**src/rtl/spirit_level_pkg.sv**
```systemverilog
// Shared types for the spirit level bar-graph driver.
// FSM states, classification result and default geometry.
package spirit_level_pkg;

  typedef enum logic [1:0] {
    ACCUM,
    CALC,
    SEARCH,
    UPDATE
  } state_t;

  typedef enum logic [1:0] {
    CENTRE,
    BIN,
    OOR
  } cls_t;

  localparam int N_LEDS = 10;
  localparam int HALF   = N_LEDS / 2;

endpackage

```
**src/rtl/spirit_level_avg.sv**
```systemverilog
// Sample window accumulator with valid/ready intake.
// avg_valid marks the cycle after the window-closing accept.
module spirit_level_avg
  import spirit_level_pkg::*;
#(
  parameter int DATA_W   = 16,
  parameter int AVG_LOG2 = 2
) (
  input  logic                     clk,
  input  logic                     rst,
  input  logic                     en,
  input  logic                     accum_en,
  input  logic signed [DATA_W-1:0] data,
  input  logic                     data_valid,
  output logic                     data_ready,
  output logic                     win_done,
  output logic                     avg_valid,
  output logic signed [DATA_W-1:0] avg
);

  localparam int ACC_W = DATA_W + AVG_LOG2;
  localparam int CNT_W = AVG_LOG2 + 1;
  localparam logic [CNT_W-1:0] CNT_LAST =
    CNT_W'((1 << AVG_LOG2) - 1);

  logic signed [ACC_W-1:0] acc;
  logic signed [ACC_W-1:0] acc_sh;
  logic [CNT_W-1:0]        cnt;
  logic                    accept;

  assign data_ready = en && accum_en;
  assign accept     = data_valid && data_ready;
  assign win_done   = accept && (cnt == CNT_LAST);
  assign acc_sh     = acc >>> AVG_LOG2;
  assign avg        = acc_sh[DATA_W-1:0];

  always_ff @(posedge clk or posedge rst) begin
    if (rst) begin
      acc       <= '0;
      cnt       <= '0;
      avg_valid <= 1'b0;
    end else begin
      avg_valid <= win_done;
      if (!en || avg_valid) begin
        acc <= '0;
        cnt <= '0;
      end else if (accept) begin
        acc <= acc + ACC_W'(data);
        cnt <= cnt + CNT_W'(1);
      end
    end
  end

endmodule

```
**src/rtl/spirit_level_bar.sv**
```systemverilog
// Tilt bar-graph driver: averages samples, bins them with
// hysteresis and drives a one-hot / centre-pair LED pattern.
module spirit_level_bar
  import spirit_level_pkg::*;
#(
  parameter int DATA_W    = 16,
  parameter int N_LEDS    = 10,
  parameter int BIN_W     = 50,
  parameter int CENTER_W  = 25,
  parameter int AVG_LOG2  = 2,
  parameter int HYST      = 5,
  parameter int BLINK_DIV = 12500000
) (
  input  logic                     clk,
  input  logic                     rst,
  input  logic                     en,
  input  logic signed [DATA_W-1:0] data,
  input  logic                     data_valid,
  output logic                     data_ready,
  output logic [N_LEDS-1:0]        led_display,
  output logic                     out_of_range,
  output logic                     led_update
);

  localparam int H     = N_LEDS / 2;
  localparam int J_W   = $clog2(H);
  localparam int M_W   = DATA_W + 2;
  localparam int BLK_W = $clog2(BLINK_DIV + 1);
  localparam logic signed [M_W-1:0] BIN_S = M_W'(BIN_W);
  localparam logic signed [M_W-1:0] CEN_S = M_W'(CENTER_W);
  localparam logic [DATA_W:0] HYST_U = (DATA_W + 1)'(HYST);
  localparam logic [N_LEDS-1:0] ONE = N_LEDS'(1);

  state_t state, state_n;
  cls_t   cls_q, cls_n;

  logic signed [DATA_W-1:0] avg, avg_q, avg_n, committed;
  logic signed [M_W-1:0]    rem_q, rem_n, m_prime;
  logic signed [DATA_W:0]   avg_x, diff;
  logic [DATA_W:0]          mag, adiff;
  logic [J_W-1:0]           j_q, j_n;
  logic [N_LEDS-1:0]        pat, pattern_q;
  logic [BLK_W-1:0]         blk;
  logic sign_q, sign_n, first, oor_q, upd_q, phase;
  logic win_done, avg_valid, commit;

  spirit_level_avg #(
    .DATA_W  (DATA_W),
    .AVG_LOG2(AVG_LOG2)
  ) u_avg (
    .clk       (clk),
    .rst       (rst),
    .en        (en),
    .accum_en  (state == ACCUM),
    .data      (data),
    .data_valid(data_valid),
    .data_ready(data_ready),
    .win_done  (win_done),
    .avg_valid (avg_valid),
    .avg       (avg)
  );

  // Magnitude at DATA_W+1 bits keeps the most negative input exact
  assign avg_x   = {avg[DATA_W-1], avg};
  assign mag     = avg_x[DATA_W] ? (DATA_W + 1)'(-avg_x) : avg_x;
  assign m_prime = $signed({1'b0, mag}) - CEN_S;

  assign diff   = {avg_q[DATA_W-1], avg_q}
                - {committed[DATA_W-1], committed};
  assign adiff  = diff[DATA_W] ? (DATA_W + 1)'(-diff) : diff;
  assign commit = first || (adiff > HYST_U);

  always_comb begin
    state_n = state;
    avg_n   = avg_q;
    sign_n  = sign_q;
    rem_n   = rem_q;
    j_n     = j_q;
    cls_n   = cls_q;
    unique case (state)
      ACCUM: begin
        if (win_done) state_n = CALC;
      end
      CALC: begin
        if (avg_valid) begin
          avg_n  = avg;
          sign_n = avg[DATA_W-1];
          rem_n  = m_prime;
          j_n    = '0;
          if (m_prime[M_W-1]) begin
            cls_n   = CENTRE;
            state_n = UPDATE;
          end else begin
            state_n = SEARCH;
          end
        end else begin
          state_n = ACCUM;
        end
      end
      SEARCH: begin
        if (j_q == J_W'(H - 1)) begin
          cls_n   = OOR;
          state_n = UPDATE;
        end else if (rem_q < BIN_S) begin
          cls_n   = BIN;
          state_n = UPDATE;
        end else begin
          rem_n = rem_q - BIN_S;
          j_n   = j_q + J_W'(1);
        end
      end
      UPDATE: state_n = ACCUM;
      default: state_n = ACCUM;
    endcase
    if (!en) state_n = ACCUM;
  end

  always_comb begin
    pat = '0;
    unique case (cls_q)
      CENTRE: pat = (ONE << (H - 1)) | (ONE << H);
      BIN: begin
        if (sign_q) pat = ONE << (H - 2 - int'(j_q));
        else        pat = ONE << (H + 1 + int'(j_q));
      end
      OOR: pat = sign_q ? ONE : (ONE << (N_LEDS - 1));
      default: pat = '0;
    endcase
  end

  always_ff @(posedge clk or posedge rst) begin
    if (rst) begin
      state     <= ACCUM;
      avg_q     <= '0;
      sign_q    <= 1'b0;
      rem_q     <= '0;
      j_q       <= '0;
      cls_q     <= CENTRE;
      committed <= '0;
      first     <= 1'b1;
      pattern_q <= '0;
      oor_q     <= 1'b0;
      upd_q     <= 1'b0;
      blk       <= '0;
      phase     <= 1'b0;
    end else begin
      state  <= state_n;
      avg_q  <= avg_n;
      sign_q <= sign_n;
      rem_q  <= rem_n;
      j_q    <= j_n;
      cls_q  <= cls_n;
      upd_q  <= 1'b0;
      if (state == UPDATE && commit) begin
        pattern_q <= pat;
        oor_q     <= (cls_q == OOR);
        committed <= avg_q;
        first     <= 1'b0;
        upd_q     <= 1'b1;
      end
      if (blk == BLK_W'(BLINK_DIV - 1)) begin
        blk   <= '0;
        phase <= ~phase;
      end else begin
        blk <= blk + BLK_W'(1);
      end
    end
  end

  assign led_display  = oor_q ? (pattern_q & {N_LEDS{phase}})
                              : pattern_q;
  assign out_of_range = oor_q;
  assign led_update   = upd_q;

endmodule
```
**config.mk**
```make
export PLATFORM = sky130hd
export DESIGN_NAME = spirit_level_bar
export DESIGN_NICKNAME = d
export VERILOG_FILES = /design/src/rtl/spirit_level_pkg.sv /design/src/rtl/spirit_level_avg.sv /design/src/rtl/spirit_level_bar.sv
export SDC_FILE = /design/constraint.sdc
export NUM_CORES = 1
export LEC_CHECK = 0
export ABC_AREA = 1
export CAP_MARGIN = 40
export CORE_MARGIN = 3
export CORE_UTILIZATION = 34
export CTS_CLUSTER_DIAMETER = 30
export CTS_CLUSTER_SIZE = 20
export DETAILED_ROUTE_END_ITERATION = 8
export DONT_BUFFER_PORTS = 1
export GPL_ROUTABILITY_DRIVEN = 0
export SLEW_MARGIN = 20
export SYNTH_ARGS = -nofsm -noshare
export SYNTH_HDL_FRONTEND = slang
export SYNTH_HIERARCHICAL = 1
export SYNTH_SLANG_ARGS = --single-unit
```
**constraint.sdc**
```tcl
create_clock -name clk -period 3 [get_ports clk]
set_input_delay 0.6 -clock clk [delete_from_list [all_inputs] [get_ports clk]]
set_output_delay 0.6 -clock clk [all_outputs]
set_load 0.05 [all_outputs]
```
==> results.sh <==
export IMPL_cp_arrival_ns=3.37
export IMPL_r2r_start="avg_q[0]"
export IMPL_yosysMostFrequentCell="nand2_1"
export IMPL_yosys_area_top_type="dfrtp_1"
export IMPL_remaining_drc_errors=0
export IMPL_ys_seq_area_share_pct=31.48
export IMPL_finish_utilization_pct=40.20
export IMPL_drt_iter0_drc=535
export IMPL_ys_types=56
export IMPL_p_sw_share_pct=34.15
export IMPL_p_switching_mw=1.763
export IMPL_holdWs_ns=0.1596
export IMPL_end_kind="register"
export IMPL_power_internal_mw=3.400
export IMPL_fin_nets=1494
export IMPL_start_kind="register"
export IMPL_multi_input_area_um2=5330
export IMPL_syn_nets=1458
export IMPL_slew_violations=0
export IMPL_grt_pass1_vias=8095
export IMPL_slew_headroom_pct=50.62
export IMPL_std_cell_rows=59
export IMPL_areaGrowthSynthToFinish_pct=14.85
export IMPL_port_buffers=0
export IMPL_clk_insertion_delay_late_ns=0.42
export IMPL_via_per_inst=4.867
export IMPL_clkPwrFrac_pct=41.6
export IMPL_grt_pass1_wl_um=38260
export IMPL_critPathMostFrequentCell="nand2_1"
export IMPL_yosysWarnings=6
export IMPL_timing_final_crit_share_pct=100.6
export IMPL_core_area_um2=26350
export IMPL_holdCritPathClass="in2async"
export IMPL_die_y_um=170.7
export IMPL_drive_gt1_share_pct=12.62
export IMPL_power_mw=5.164
export IMPL_worst_clock_skew_ns=0.01549
export IMPL_htreeDepth=4
export IMPL_path_buf_inv=3
export IMPL_seqPwrFrac_pct=32.7
export IMPL_clkSlewWorstSetupHoldPaths_ns=0.07
export IMPL_p_leak_nw=5.617
export IMPL_synthArstFlopShare_pct=100.0
export IMPL_fmax_mhz=331.4
export IMPL_ff_latch_area_um2=2904
export IMPL_syn_area_per_cell_um2=6.622
export IMPL_antenna_left=0
export IMPL_crit_type="reg2reg"
export IMPL_critPathTopFamily="simple AND/OR/NAND/NOR gates"
export IMPL_clockBufferDepth=2
export IMPL_cts_root_buffer="clkbuf_16"
export IMPL_gr_total_overflow=0
export IMPL_p_comb_share_pct=25.7
export IMPL_slowest_delay_ns=0.55
export IMPL_worst_path_max_delay_cell="fa_2"
export IMPL_cap_violations=0
export IMPL_initial_utilization_pct=35.00
export IMPL_powerDensity_nw_per_um2=487.4
export IMPL_timing_final_ws_setup_ns=-0.01712
export IMPL_hpwl_um=17290
export IMPL_synth_common_cells="394 x nand2_1, 211 x inv_1, 145 x nor2_1"
export IMPL_synth_edf_count=0
export IMPL_die_area_um2=29150
export IMPL_grt_max_degree=95
export IMPL_tightest_slew_ns=0.7379
export IMPL_layout_min_cycle_time_ns=3.017
export IMPL_post_drt_wl_per_cell_um=12.63
export IMPL_rsz0062_at_grt="yes"
export IMPL_die_x_um=170.7
export IMPL_cts_tree="built"
export IMPL_drtPass1Iterations=5
export IMPL_grt_total_usage_pct=15.77
export IMPL_tritoncts_num_buffers=17
export IMPL_nFillCells=2783
export IMPL_status="complete, but fails checks"
export IMPL_vias=8648
export IMPL_synth_ff_type="dfrtp_1"
export IMPL_crit_start="avg_q[0]"
export IMPL_worstPathCellList="inv_1 -> ha_2 -> fa_2 -> ha_1 -> inv_1 -> nor2_2 -> nand2_1 -> nor2_1 -> nand2_1 -> nor2_4 -> nand3_2 -> nand2_2 -> nand2_1 -> nand2_1 -> nand2_1 -> nor2_2 -> nand3_4 -> nand2_8 -> clkbuf_16 -> nand2_2 -> nand2_1"
export IMPL_setup_viol=9
export IMPL_synth_area_leaders="dfrtp_1 31%, nand2_1 16%, inv_1 8.6%, nand3_1 6.0%, nor2_1 5.9%"
export IMPL_crit_fanout=8
export IMPL_cp_required_ns=3.35
export IMPL_antenna_found_initial=1
export IMPL_ys_ff_latch=116
export IMPL_syn_cell_area_um2=9225
export IMPL_drt_wl_total_um=22450
export IMPL_synthCells=1393
export IMPL_boundaryPins=33
export IMPL_antenna_cells=0
export IMPL_clkSinkCount=116
export IMPL_violations="setup timing"
export IMPL_netlist_area_leader_share_pct=31.19
export IMPL_ir_worst_vdd_uv=401.3
export IMPL_hold_viol=0
## registers in the layout, indices dropped and copies added (netlist names)
signal	flops
cls_q	2
first	1
j_q	3
u_avg/cnt	3
led_update	1
avg_q	16
pattern_q	10
blk	24
rem_q	17
out_of_range	1
committed	16
phase	1
u_avg/avg_valid	1
u_avg/acc	18
state	2
## cell families (layout without fill, tap and decap cells)
kind of cell	Yosys count	count (layout)	synth area share, %
compound gates	161	161	9.969
fa+ha+maj	45	45	6.266
flops	116	116	31.48
buf+inv	256	305	11.65
simple gates	789	789	38.17
xor+xnor	26	26	2.468
## per-layer routing
layer / GRT usage [%] / wire, um / up-vias
li1: - / - / 4517
met5: 0 / 0 / -
met4: 3.986 / 233 / 0
met2: 25.67 / 10270 / 130
met3: 1.987 / 746 / 19
met1: 22.26 / 11210 / 3982
## area by class of cell
type,count,area share (%)
inverters,221,7.912
multi-input cells,1021,50.31
clock buffers,17,4.015
repair buffers,52,4.547
flip-flops and latches,116,27.41
clock inverters,15,1.854
well taps,335,3.956
## power groups by stage
stage          Clock [mW]  Sequential, mW  Combinational, mW
5_1_grt              2.27            1.70               1.51
4_1_cts              2.20            1.69               1.33
3_3_place_gp            0            1.71               1.29
2_1_floorplan           0            1.68               1.05
3_5_place_dp            0            1.71               1.31
6_report             2.15            1.69               1.33
## final timing paths
path | end | depth (start not counted) | slack (ns)
max in group asynchronous | u_avg/acc[10] | 3 | 2.08
min in group clk | state[1] | 1 | 0.33
worst max register to register | committed[2] | 21 | -0.02
worst min register to register | phase | 1 | 0.47
worst max-delay path | committed[2] | 21 | -0.02
worst min-delay path | avg_q[3] | 2 | 0.16
## metrics by stage
step	area, um^2	std cells	TNS [ns]	setup WS (ns)
2_1_floorplan	9229	1393	0	0.1775
3_3_place_gp	9801	1739	-0.4504	-0.03163
3_5_place_dp	9828	1740	-1.356	-0.06951
4_1_cts	10500	1775	-0.6082	-0.05062
5_1_grt	10600	1777	-6.088	-0.2351
6_report	10600	1777	-0.1125	-0.01712
## placed cells by master (no fill, tap or decap), types with 3 or more instances in the layout
master,synthesis,routed
nor4_1,10,10
or2_2,3,3
nand4_1,22,22
nand3_1,111,109
buf_4,16,43
o21a_1,3,3
inv_1,211,209
clkinv_4,0,5
nor3_2,3,4
nor2_1,145,140
nand3b_1,9,9
xnor2_1,4,4
dfrtp_1,115,115
o22ai_1,4,4
xor2_1,22,22
clkbuf_16,0,18
a21oi_2,6,7
ha_1,43,42
o21bai_1,3,3
o21ai_0,63,62
bufinv_16,0,3
nor2_2,8,11
buf_12,2,4
nor3_1,26,24
nor2_4,3,5
nand2_1,394,390
clkinv_1,3,3
nand2_2,36,40
a31oi_1,5,5
o211ai_1,3,3
inv_6,0,5
a21oi_1,56,55
inv_2,6,7
nand3_2,8,9
and2_1,5,5
## timing repair
| action | CTS | global route |
|---|---|---|
| setup endpoints to repair | 27 | 33 |
| setup buffers | 1 | 1 |
| hold buffers | 1 | 0 |
| endpoints found under the hold margin | 3 | 0 |
| pin swaps | 1 | 7 |
| cloned | 1 | 1 |
| gates resized for setup | 8 | 17 |
Power figures use the tool's default switching activity.
